===== src/rtl/mult_arbiter.sv =====
// mult_arbiter: round-robin arbiter that shares one multi-cycle 32x32->64
// multiplier between NREQ requesters. One operation is in flight at a time.
// The winner gets an ack pulse when its operands are captured. After a fixed
// latency it gets a valid pulse that marks the product on resp_data.
// Optional build macro: MULT_ARB_SIGNED_EN. When it is defined, operands are
// two's complement. The multiplier sees their magnitudes and the sign is
// applied again when the product is captured.
module mult_arbiter #(
    parameter int NREQ    = 4,
    parameter int MUL_LAT = 5
) (
    input  logic              clk,
    input  logic              reset,
    input  logic [NREQ-1:0]   req,
    input  logic [NREQ*32-1:0] req_a,
    input  logic [NREQ*32-1:0] req_b,
    output logic [NREQ-1:0]   req_ack,
    output logic [NREQ-1:0]   resp_valid,
    output logic [63:0]       resp_data,
    output logic              busy,
    output logic              mul_restart,
    output logic [31:0]       mul_a,
    output logic [31:0]       mul_b,
    input  logic [63:0]       mul_result
);

    localparam int PW = $clog2(NREQ);
    localparam int CW = (MUL_LAT > 1) ? $clog2(MUL_LAT) : 1;

    typedef enum logic [1:0] {ST_IDLE, ST_ISSUE, ST_WAIT, ST_DONE} state_t;

    state_t            state_q, state_d;
    logic [PW-1:0]     rr_q, rr_d;
    logic [PW-1:0]     win_q, win_d;
    logic [CW-1:0]     cnt_q, cnt_d;
    logic [NREQ-1:0]   ack_q, ack_d;
    logic [NREQ-1:0]   vld_q, vld_d;
    logic [63:0]       data_q, data_d;
    logic [31:0]       a_q, a_d;
    logic [31:0]       b_q, b_d;
    logic              found;
    logic [PW-1:0]     win;
    logic [PW:0]       cand;
    logic [31:0]       a_sel;
    logic [31:0]       b_sel;
    logic [63:0]       prod_fix;

`ifdef MULT_ARB_SIGNED_EN
    logic              neg_q, neg_d;

    // Magnitude of a 32-bit two's complement value; |0x80000000| stays 0x80000000.
    function automatic logic [31:0] mag32(input logic signed [31:0] v);
        return v[31] ? -v : v;
    endfunction

    // 64-bit two's complement negation of the unsigned magnitude product.
    function automatic logic [63:0] neg64(input logic signed [63:0] v);
        return -v;
    endfunction
`endif

    // Round-robin search: first set req bit starting at the pointer, wrapping mod NREQ.
    always_comb begin
        found = 1'b0;
        win   = rr_q;
        cand  = '0;
        for (int i = 0; i < NREQ; i++) begin
            cand = {1'b0, rr_q} + (PW+1)'(i);
            if (cand >= (PW+1)'(NREQ)) cand = cand - (PW+1)'(NREQ);
            if (!found && req[cand[PW-1:0]]) begin
                found = 1'b1;
                win   = cand[PW-1:0];
            end
        end
    end

    // Operand selection and sign handling for the winner and the product.
    always_comb begin
        a_sel = req_a[32*win +: 32];
        b_sel = req_b[32*win +: 32];
`ifdef MULT_ARB_SIGNED_EN
        prod_fix = neg_q ? neg64(mul_result) : mul_result;
`else
        prod_fix = mul_result;
`endif
    end

    // Next-state logic for the IDLE -> ISSUE -> WAIT -> DONE sequence.
    always_comb begin
        state_d = state_q;
        rr_d    = rr_q;
        win_d   = win_q;
        cnt_d   = cnt_q;
        ack_d   = '0;
        vld_d   = '0;
        data_d  = data_q;
        a_d     = a_q;
        b_d     = b_q;
`ifdef MULT_ARB_SIGNED_EN
        neg_d   = neg_q;
`endif
        case (state_q)
            ST_IDLE: begin
                if (found) begin
                    win_d   = win;
                    rr_d    = (win == PW'(NREQ-1)) ? '0 : win + PW'(1);
                    ack_d   = NREQ'(1) << win;
                    state_d = ST_ISSUE;
`ifdef MULT_ARB_SIGNED_EN
                    a_d     = mag32(a_sel);
                    b_d     = mag32(b_sel);
                    neg_d   = a_sel[31] ^ b_sel[31];
`else
                    a_d     = a_sel;
                    b_d     = b_sel;
`endif
                end
            end
            ST_ISSUE: begin
                cnt_d   = CW'(MUL_LAT-1);
                state_d = ST_WAIT;
            end
            ST_WAIT: begin
                if (cnt_q == '0) begin
                    data_d  = prod_fix;
                    vld_d   = NREQ'(1) << win_q;
                    state_d = ST_DONE;
                end else begin
                    cnt_d = cnt_q - CW'(1);
                end
            end
            default: begin
                state_d = ST_IDLE;
            end
        endcase
    end

    // State and output registers; reset aborts any operation and clears the outputs.
    always_ff @(posedge clk) begin
        if (reset) begin
            state_q <= ST_IDLE;
            rr_q    <= '0;
            win_q   <= '0;
            cnt_q   <= '0;
            ack_q   <= '0;
            vld_q   <= '0;
            data_q  <= '0;
            a_q     <= '0;
            b_q     <= '0;
`ifdef MULT_ARB_SIGNED_EN
            neg_q   <= 1'b0;
`endif
        end else begin
            state_q <= state_d;
            rr_q    <= rr_d;
            win_q   <= win_d;
            cnt_q   <= cnt_d;
            ack_q   <= ack_d;
            vld_q   <= vld_d;
            data_q  <= data_d;
            a_q     <= a_d;
            b_q     <= b_d;
`ifdef MULT_ARB_SIGNED_EN
            neg_q   <= neg_d;
`endif
        end
    end

    assign req_ack     = ack_q;
    assign resp_valid  = vld_q;
    assign resp_data   = data_q;
    assign mul_a       = a_q;
    assign mul_b       = b_q;
    assign busy        = (state_q != ST_IDLE);
    assign mul_restart = reset | (state_q == ST_ISSUE);

endmodule


===== config.mk =====
export PLATFORM = sky130hd
export DESIGN_NAME = mult_arbiter
export DESIGN_NICKNAME = d
export VERILOG_FILES = /design/src/rtl/mult_arbiter.sv
export SDC_FILE = /design/constraint.sdc
export NUM_CORES = 1
export LEC_CHECK = 0
export CORE_AREA = 2 2 181 183
export DETAILED_ROUTE_END_ITERATION = 10
export DIE_AREA = 0 0 183 185
export GPL_TIMING_DRIVEN = 0
export SETUP_SLACK_MARGIN = 0.02
export SLEW_MARGIN = 20
export SYNTH_ARGS = -nofsm -noshare
export SYNTH_HDL_FRONTEND = slang
export SYNTH_SLANG_ARGS = --single-unit

===== constraint.sdc =====
create_clock -name clk -period 1.9 [get_ports clk]
set_input_delay 0.285 -clock clk [delete_from_list [all_inputs] [get_ports clk]]
set_output_delay 0.285 -clock clk [all_outputs]
set_load 0.02 [all_outputs]

==> results.json <==
{
  "p_sw_mw": 7.56,
  "first_pass_iters": 8,
  "cp_cell_sequence": "or3b_4 > and2_4 > buf_12 > buf_6 > o31a_1 > o211ai_2 > nand3_1",
  "peakVddDrop_mv": 0.752,
  "die_area_um2": 33900,
  "synth_compound_area_frac": 0.299,
  "grtUsageTotal": 0.227,
  "syn_inst": 922,
  "maxCapViolCount": 0,
  "p_leak_nw": 5.17,
  "grt_start_max_net_pins": 17,
  "cts_made_buffers": 17,
  "p_comb_frac": 0.539,
  "postRouteWirelength_um": 40100,
  "area_growth_pct": 80.3,
  "muxShareOfSynthArea": 0.00129,
  "async_flop_share": 0,
  "h-tree-depth": 4,
  "core_um2": 32000,
  "p_clk_frac": 0.190,
  "fp.dieW_um": 183,
  "clkSinkCount": 145,
  "synth_fp_nets": 1253,
  "syn_area_per_cell_um2": 8.42,
  "viasPerCell": 5.23,
  "syn_area_um2": 7760,
  "cpPeakStageDelay_ps": 380,
  "min-delay-start": "req[2]",
  "grt_pass1_vias": 9463,
  "grt_pass1_wl_um": 57500,
  "fmax_mhz": 514,
  "cp.arrival_ps": 2270,
  "critPathCaptureType": "flop",
  "cts-root-buf": "clkbuf_16",
  "tightestPinTransition_ps": 647,
  "synth_edf_count": 0,
  "drtIter0Drc": 439,
  "place_congestion": 0.928,
  "outcome": "finished with violations",
  "power_frac_seq": 0.270,
  "pre_cts_slack_ps": -902,
  "wl_per_cell_um": 21.8,
  "dpl.hpwl_um": 30500,
  "finalNetCount": 1744,
  "synth_top_flop_cell": "dfxtp_1",
  "synth-xor-area-share": 0,
  "maxSlewViolCount": 0,
  "drtAntennaViolNets": 0,
  "hp-class": "input port to flop",
  "start_util": 0.242,
  "cp-start-kind": "flop",
  "drive_gt1_frac": 0.149,
  "dp_cells": 1791,
  "clk_pin_slew_ps": 70,
  "p_per_area_nw_per_um2": 1270,
  "grt-ovfl-total": 0,
  "p_sw_frac": 0.426,
  "required_ps": 2230,
  "synth_top_family_by_area": "compound AO/OA/AOI/OAI gates",
  "cp_max_fo": 10,
  "rsz0062_at_grt": "yes",
  "setup_viol": 20,
  "hold_violations": 0,
  "synthSimpleGateAreaFrac": 0.251,
  "netlist-cell-type-count": 39,
  "port_buffers": 461,
  "whs_ps": 317,
  "rr_startpoint": "rr_q[0]",
  "setup_slack_ps": -46.6,
  "violations": "negative setup slack",
  "ios": 464,
  "finalNonFillerCells": 1838,
  "total_power_mw": 17.8,
  "drc": 0,
  "critPathKind": "flop to flop",
  "ys_ff_latch": 145,
  "clock_latency_ps": 450,
  "die_y_um": 185,
  "ff2ff_setup_slack_ps": -50,
  "crit_path_start": "rr_q[0]",
  "placementRows": 66,
  "synth_warnings": 0,
  "cts_buffer_depth": 2,
  "slew_headroom": 0.569,
  "synthAdderAreaFrac": 0.00806,
  "seq_area_frac_synth": 0.374,
  "fin_crit_sh": 1.02,
  "antenna_found_initial": 8,
  "num_vias": 9611,
  "clock_skew_ps": 11.6,
  "period_minus_slack_ps": 1950,
  "slowest_stage": "or3b_4",
  "intPower_mw": 10.2,
  "fin_util": 0.437,
  "cts_tree": "done"
}
==> critical path, delay by kind of cell, from the launching register on <==
kind | cells | cell delay, ps
AO/OA/AOI/OAI | 2 | 460
flip-flops | 1 | 360
AND/OR/NAND/NOR | 3 | 690
buffers and inverters | 2 | 310
==> Yosys cell counts (2+ instances only) <==
library cell / n / area share
o211ai_2: 50 / 0.081
a21oi_1: 70 / 0.045
dfxtp_1: 145 / 0.37
buf_1: 4 / 0.0019
o31a_1: 65 / 0.073
nand3_1: 130 / 0.084
nand2b_1: 5 / 0.0040
nand2_1: 138 / 0.067
inv_1: 7 / 0.0034
a32oi_1: 64 / 0.072
buf_6: 6 / 0.0087
nor4_1: 2 / 0.0016
ha_1: 5 / 0.0081
buf_2: 19 / 0.012
nor2b_1: 3 / 0.0024
nor2_1: 18 / 0.0087
nor3_1: 5 / 0.0032
a211oi_1: 2 / 0.0019
o21ai_1: 3 / 0.0019
o211ai_1: 14 / 0.014
and4_1: 65 / 0.073
clkbuf_1: 84 / 0.041
or2_2: 2 / 0.0016
==> cell families (layout without fill, tap and decap cells) <==
logic type | Yosys count | count (layout)
muxes | 1 | 1
and+or+nand+nor | 373 | 373
other | 0 | 4
adders and majority gates | 5 | 5
AOI/OAI and AO/OA | 278 | 278
buffers and inverters | 120 | 624
DFF | 145 | 145
==> flip-flops by register name, indices dropped and copies added (netlist names) <==
| register | count |
|---|---|
| resp_data | 64 |
| mul_a | 32 |
| mul_b | 32 |
| req_ack | 4 |
| resp_valid | 4 |
| cnt_q | 3 |
| rr_q | 2 |
| state_q | 2 |
| win_q | 2 |
==> per-stage QoR <==
stage,cell area (um2),setup TNS (ps)
CTS,13700,-62.9
detailed placement,12900,-71120
global placement,12900,-73730
global route,14000,-2680
finish,14000,-331
floorplan,7760,0
==> cell usage in the layout (no fill, tap or decap), types with 6 or more instances in the layout <==
cell,instances
o31a_1,65
clkbuf_4,14
clkbuf_2,41
nand3_1,130
o211ai_1,14
clkdlybuf4s50_1,456
inv_1,6
o211ai_2,50
a21oi_1,70
and4_1,65
dfxtp_1,142
clkbuf_16,20
nand2_1,138
clkbuf_1,19
a32oi_1,59
buf_2,10
buf_6,6
buf_4,24
nor2_1,15
==> power by group through the flow <==
stage / Sequential (mW) / Combinational, mW / Clock (mW)
4_1_cts: 4.78 / 9.35 / 3.46
6_report: 4.80 / 9.59 / 3.38
2_1_floorplan: 6.00 / 3.49 / 0
3_3_place_gp: 4.79 / 8.97 / 0
5_1_grt: 4.93 / 10.2 / 3.59
3_5_place_dp: 4.82 / 9.00 / 0
==> cell type report <==
cell class	instances	area, um2
flip-flops and latches	145	2910
multi-input cells	657	4480
clock buffers	19	443
inverters	7	26.3
plain buffers	112	714
fillers	3214	18000
repair buffers	473	4780
well taps	408	510
diodes	4	10.0
clock inverters	13	129
==> metal layers <==
layer,global-route usage,part of all wire
met4,0.0803,0.025
met2,0.393,0.49
met1,0.255,0.38
met5,0,0.0014
met3,0.0855,0.099
==> repair_timing <==
| item | CTS | global route |
|---|---|---|
| resized for setup | 112 | 84 |
| gates cloned | 1 | 3 |
| hold endpoints to repair | 0 | 0 |
| hold buffers | 0 | 0 |
| buffers inserted | 4 | 5 |
| endpoints found under the setup margin | 135 | 128 |
| pin swaps | 18 | 100 |
==> final timing paths <==
path	endpoint	cells past startpoint
min	win_q[0]	4
min reg2reg	resp_data[22]	2
max	mul_a[3]	7
max reg2reg	mul_a[3]	7
Note: power is estimated with default switching activity, not from simulation.
